==> src/rtl/psum_collector.sv <==
// psum_collector: de-skews systolic-array column psums, queues aligned
// rows in a FIFO and tracks job completion with a small FSM.
module psum_collector #(
  parameter int COLS   = 4,
  parameter int PSUM_W = 32,
  parameter int SKEW   = 3,
  parameter int DEPTH  = 8,
  parameter int CNT_W  = 16
) (
  input  logic                   clk,
  input  logic                   rst,
  input  logic                   start,
  input  logic [CNT_W-1:0]       num_rows,
  input  logic                   in_valid,
  input  logic [COLS*PSUM_W-1:0] in_psum,
  output logic                   out_valid,
  input  logic                   out_ready,
  output logic [COLS*PSUM_W-1:0] out_data,
  output logic                   busy,
  output logic                   done,
  output logic                   overflow
);

  localparam int DW  = COLS * PSUM_W;
  localparam int LAT = (COLS - 1) * SKEW;
  localparam int AW  = $clog2(DEPTH);

  typedef enum logic [1:0] {
    IDLE,
    COLLECT,
    DRAIN,
    DONE
  } state_t;

  state_t state, state_nx;

  logic [DW-1:0]    algn_data;
  logic             algn_valid;
  logic [CNT_W-1:0] num_rows_q;
  logic [CNT_W-1:0] pushed_cnt;

  logic [DW-1:0]    mem [DEPTH];
  logic [AW-1:0]    wr_ptr;
  logic [AW-1:0]    rd_ptr;
  logic [AW:0]      count;
  logic             full;
  logic             empty;
  logic             push_req;
  logic             push_ok;
  logic             pop;

  for (genvar j = 0; j < COLS; j++) begin : g_col
    localparam int D = (COLS - 1 - j) * SKEW;
    if (D == 0) begin : g_pass
      assign algn_data[j*PSUM_W +: PSUM_W] =
        in_psum[j*PSUM_W +: PSUM_W];
    end else begin : g_dly
      logic [PSUM_W-1:0] sr [D];
      // shift column j down its alignment delay line
      always_ff @(posedge clk) begin
        if (rst) begin
          for (int i = 0; i < D; i++) sr[i] <= '0;
        end else begin
          sr[0] <= in_psum[j*PSUM_W +: PSUM_W];
          for (int i = 1; i < D; i++) sr[i] <= sr[i-1];
        end
      end
      assign algn_data[j*PSUM_W +: PSUM_W] = sr[D-1];
    end
  end

  if (LAT == 0) begin : g_vpass
    assign algn_valid = in_valid;
  end else begin : g_vdly
    logic vsr [LAT];
    // delay column-0 valid to line up with the last column
    always_ff @(posedge clk) begin
      if (rst) begin
        for (int i = 0; i < LAT; i++) vsr[i] <= 1'b0;
      end else begin
        vsr[0] <= in_valid;
        for (int i = 1; i < LAT; i++) vsr[i] <= vsr[i-1];
      end
    end
    assign algn_valid = vsr[LAT-1];
  end

  assign full     = count[AW];
  assign empty    = (count == '0);
  assign push_req = algn_valid && (state == COLLECT) &&
                    (pushed_cnt < num_rows_q);
  assign pop      = out_valid && out_ready;
  assign push_ok  = push_req && (!full || pop);

  assign out_valid = !empty;
  assign out_data  = out_valid ? mem[rd_ptr] : '0;

  // row storage; a full FIFO only takes a row when a pop frees a slot
  always_ff @(posedge clk) begin
    if (push_ok) mem[wr_ptr] <= algn_data;
  end

  // FIFO pointers and occupancy
  always_ff @(posedge clk) begin
    if (rst) begin
      wr_ptr <= '0;
      rd_ptr <= '0;
      count  <= '0;
    end else begin
      if (push_ok) wr_ptr <= wr_ptr + 1'b1;
      if (pop)     rd_ptr <= rd_ptr + 1'b1;
      if (push_ok && !pop)      count <= count + 1'b1;
      else if (!push_ok && pop) count <= count - 1'b1;
    end
  end

  // job bookkeeping: row target, attempted pushes, sticky overflow
  always_ff @(posedge clk) begin
    if (rst) begin
      num_rows_q <= '0;
      pushed_cnt <= '0;
      overflow   <= 1'b0;
    end else if (state == IDLE && start) begin
      num_rows_q <= num_rows;
      pushed_cnt <= '0;
      overflow   <= 1'b0;
    end else if (push_req) begin
      pushed_cnt <= pushed_cnt + 1'b1;
      if (full && !pop) overflow <= 1'b1;
    end
  end

  // FSM state register
  always_ff @(posedge clk) begin
    if (rst) state <= IDLE;
    else     state <= state_nx;
  end

  // FSM next state and status outputs
  always_comb begin
    state_nx = state;
    busy     = 1'b0;
    done     = 1'b0;
    unique case (state)
      IDLE: begin
        if (start) begin
          state_nx = (num_rows == '0) ? DONE : COLLECT;
        end
      end
      COLLECT: begin
        busy = 1'b1;
        if (pushed_cnt == num_rows_q) state_nx = DRAIN;
      end
      DRAIN: begin
        busy = 1'b1;
        if (empty) state_nx = DONE;
      end
      DONE: begin
        done     = 1'b1;
        state_nx = IDLE;
      end
      default: state_nx = IDLE;
    endcase
  end

endmodule

==> config.mk <==
export PLATFORM = sky130hd
export DESIGN_NAME = psum_collector
export DESIGN_NICKNAME = d
export VERILOG_FILES = /design/src/rtl/psum_collector.sv
export SDC_FILE = /design/constraint.sdc
export NUM_CORES = 2
export LEC_CHECK = 0
export BUFFER_PORTS_ARGS = -buffer_cell sky130_fd_sc_hd__buf_2
export CORE_UTILIZATION = 68
export CTS_BUF_LIST = sky130_fd_sc_hd__clkbuf_8
export CTS_CLUSTER_SIZE = 16
export DETAILED_ROUTE_END_ITERATION = 8
export HOLD_SLACK_MARGIN = 0.1
export PLACE_DENSITY_LB_ADDON = 0.1
export RECOVER_POWER = 100
export SETUP_SLACK_MARGIN = 0.05
export SKIP_LAST_GASP = 1
export SLEW_MARGIN = 0
export SYNTH_ARGS = -nofsm -noshare
export SYNTH_HDL_FRONTEND = slang
export SYNTH_SLANG_ARGS = --single-unit
==> constraint.sdc <==
create_clock -name clk -period 29.4 [get_ports clk]
set_clock_uncertainty 0.15 [all_clocks]
set_input_delay 2.94 -clock clk [delete_from_list [all_inputs] [get_ports clk]]
set_output_delay 2.94 -clock clk [all_outputs]
set_load 0.01 [all_outputs]
==> run_results.csv <==
group,metric,value,unit
sta,finalCritPeriodShare,54.1,%
setup_path,worstReg2RegEnd,"mem[4][113]",
setup_path,rrSetupSlack,19.27,ns
logic_synthesis,syn_nets,3358,
setup_path,critPathCapture,"g_col[1].g_dly.sr[2][2]",
die,floorplan.initialDensity,69.1,%
clocking,htreeDepth,4,
die,core-area,82400,sq um
setup_path,path_max_fanout,168,
sta,fmax,62.9,MHz
place,gp_congestion,0.755,
place,dp_hpwl,55.9,mm
sta,rsz0062_at_grt,"no",
setup_path,cp_slowest_stage_delay,4.63,ns
power_and_ir_drop,leakagePower,0.0212,uW
clocking,cts_tree,"yes",
setup_path,path_delay_family,"buffers and inverters",
routing,wl,104,mm
logic_synthesis,synth_top_cell_by_area,"edfxtp_1",
clocking,postCtsSetupBuffers,0,
logic_synthesis,syn_area,56900,sq um
flow_run,maxCapViolCount,30,
sta,hold_violations,0,
routing,vias_per_cell,5.61,
sta,maxSlewViolCount,1933,
status,status,"finished, violations left",
global_route,grt_max_degree,169,
die,die_area,84800,sq um
setup_path,cp_num_buf_inv,4,
min_path,min-delay-path-class,"register to register",
sta,fin_tns_setup,0,ns
power_and_ir_drop,ir_drop,0.0745,mV
global_route,antenna_found_initial,4,
clocking,clkTransAtPathRegs,0.06,ns
layout,syn2layout_area_growth,12.0,%
logic_synthesis,synth.area.top_cells,"edfxtp_1 54%, dfxtp_1 22%, mux4_2 10%, nor2b_1 6.5%, mux2i_1 2.3%",
layout,post-route-util,77.3,%
logic_synthesis,yosysMostFrequentCell,"edfxtp_1",
logic_synthesis,synth_common_cells,"1024 x edfxtp_1, 633 x dfxtp_1, 587 x nor2b_1",
clocking,insertion_delay,0.89,ns
setup_path,critPathMostFrequentCell,"clkbuf_1",
status,violations,"max-capacitance violations, max-slew violations",
setup_path,reg2reg_from,"pushed_cnt[7]",
setup_path,path_cells,"clkbuf_1 -> clkbuf_1 -> clkbuf_1 -> clkbuf_1 -> nor2b_1",
place,dp_worst_setup_slack,22.34,ns
global_route,grt-ovfl-total,0,
power_and_ir_drop,sw_frac_of_total,26.2,%
sta,fin_crit,15.90,ns
setup_path,cp-startpoint,"rst",
layout,fin_nets,3756,
routing,post_drt_wl_per_cell,21.3,microns
routing,ant_nets,0,
logic_synthesis,synth_flop_cell,"edfxtp_1",
power_and_ir_drop,seq_power_share,50.5,%
logic_synthesis,ys_seq_area_share,76.3,%
power_and_ir_drop,p_sw,1290,uW
place,io_buffers,280,
logic_synthesis,yosysTopAreaCellShare,54.1,%
setup_path,crit_slowest_cell,"clkbuf_1",
clocking,cts_num_sinks,1657,
logic_synthesis,synth_cell_types,45,
sta,relSlewSlack,-559,%
routing,vias,27300,
setup_path,critical_path.startpoint_type,"input port",
clocking,cts_buffers,237,
sta,finalSetupViolations,0,
sta,tightest_slew,9.88,ns
logic_synthesis,syn_area_per_cell,17.9,sq um
power_and_ir_drop,powerDensity,77.5,nW/um^2
logic_synthesis,ys_ff_latch,1657,
power_and_ir_drop,p_clk_share,34.8,%
setup_path,required,29.87,ns
die,io_pins,281,
setup_path,critical_path_class,"input port to register",
setup_path,crit_cells,5,
clocking,cts_resized,0,
global_route,grt_pass1_wl,161,mm
sta,setup_ws,13.50,ns
global_route,grt_usage,25.1,%
logic_synthesis,yosysWarnings,0,
logic_synthesis,ys_async_sr_fraction,0,%
die,die_h,291,microns
routing,drc,0,
die,rows,105,
layout,drive_above_1_share,18.9,%
power_and_ir_drop,intPower,3640,uW
setup_path,endpoint_kind,"register",
routing,dr.pass1.iters,5,
routing,drtIter0Drc,1690,
clocking,hold_buffers,0,
clocking,clk_path_buf_depth,3,
setup_path,worstRegToRegCells,8,
logic_synthesis,synth_edf_count,1024,
setup_path,worstPathArrival,16.37,ns
global_route,grt_pass1_vias,29000,
clocking,cts_root_buffer,"clkbuf_8",
logic_synthesis,synthCells,3181,
power_and_ir_drop,comb_power_share,14.7,%
die,fp.dieW,291,microns
metrics by stage:
stage | total power [uW] | hold slack (ns) | instance area, sq um | std cells
6_report | 4940 | 0.271 | 63700 | 4862
5_1_grt | 5130 | 0.290 | 63700 | 4862
4_1_cts | 4990 | 0.273 | 64100 | 4860
3_5_place_dp | 3280 | 0.270 | 59400 | 4410
3_3_place_gp | 3270 | 0.266 | 59400 | 4410
2_1_floorplan | 2990 | 0.264 | 56900 | 3181
final cells by class:
type,instances,area [sq um]
sequential,1657,43400
fill,4720,18700
multi-input combinational,1343,12700
clock buffer,288,3960
timing repair buffer,317,1390
tap,1070,1340
clock inverter,162,757
inverter,23,86.3
antenna,2,5.00
worst register-to-register path: stages, from the launching register on:
cell and delay, ns:
dfxtp_1 0.45, ha_1 0.32, a21oi_1 0.17, nand3_1 0.16, a22o_1 0.27, nor3_2 0.42
nand3_1 0.24, nor3_1 0.23, clkbuf_1 6.87
worst min-delay path by stage:
stage | startpoint | endpoint | cells after the start
3_5_place_dp | g_col[1].g_dly.sr[0][1] | g_col[1].g_dly.sr[1][1] | 1
3_3_place_gp | g_col[1].g_dly.sr[1][22] | g_col[1].g_dly.sr[2][22] | 1
6_report | g_col[0].g_dly.sr[0][109] | g_col[0].g_dly.sr[0][141] | 1
2_1_floorplan | g_col[0].g_dly.sr[0][68] | g_col[0].g_dly.sr[0][100] | 1
5_1_grt | g_col[0].g_dly.sr[0][187] | g_col[0].g_dly.sr[0][219] | 1
4_1_cts | g_col[0].g_dly.sr[0][103] | g_col[0].g_dly.sr[0][135] | 1
cells by family (layout without fill, tap and decap cells):
group,count (synthesis),after routing,share of synthesized area [%]
xor gates and xnor gates,9,9,0.139
DFF,1657,1657,76.3
buffers and inverters,181,790,1.25
other,0,2,0
adders and majority gates,28,28,0.629
muxes,385,385,12.4
and+or+nand+nor,855,855,8.51
AOI/OAI and AO/OA,66,66,0.719
layout by cell type (no fill, tap or decap), types with 5 or more instances in the layout:
master	n
nor3_1	6
buf_2	119
nor2b_1	587
mux4_2	256
buf_4	8
or4_1	6
or3_1	6
inv_6	6
o21ai_0	9
nor4_1	9
dfxtp_1	631
edfxtp_1	1024
nand4_1	9
nor2_1	151
clkbuf_8	288
inv_8	5
clkinv_1	22
inv_1	129
mux2i_1	129
ha_1	27
xor2_1	5
nand3_1	14
clkinv_2	18
clkbuf_1	189
a21oi_1	39
nand2_1	54
state kept, by name, summed over array words and instances, names as in the netlist, named ones only:
name,flops
state,2
g_vdly.vsr,9
wr_ptr,3
pushed_cnt,16
mem,1024
num_rows_q,16
overflow,1
g_col.g_dly.sr,576
rd_ptr,3
count,4
power by group through the flow:
stage | logic [uW] | clock network [uW] | registers [uW]
floorplan | 453 | 0 | 2530
CTS | 743 | 1750 | 2500
global route | 776 | 1860 | 2500
detailed placement | 739 | 0 | 2550
global placement | 726 | 0 | 2540
finish | 725 | 1720 | 2500
per-layer routing:
metal / GRT usage (%) / vias to the layer above / share of wire, %
li1: - / 12500 / -
met1: 33.8 / 13800 / 42
met2: 41.7 / 776 / 50
met3: 4.91 / 156 / 5.7
met4: 8.28 / 0 / 1.9
met5: 0 / - / 0
No activity file was read; power rests on OpenSTA's default activity.
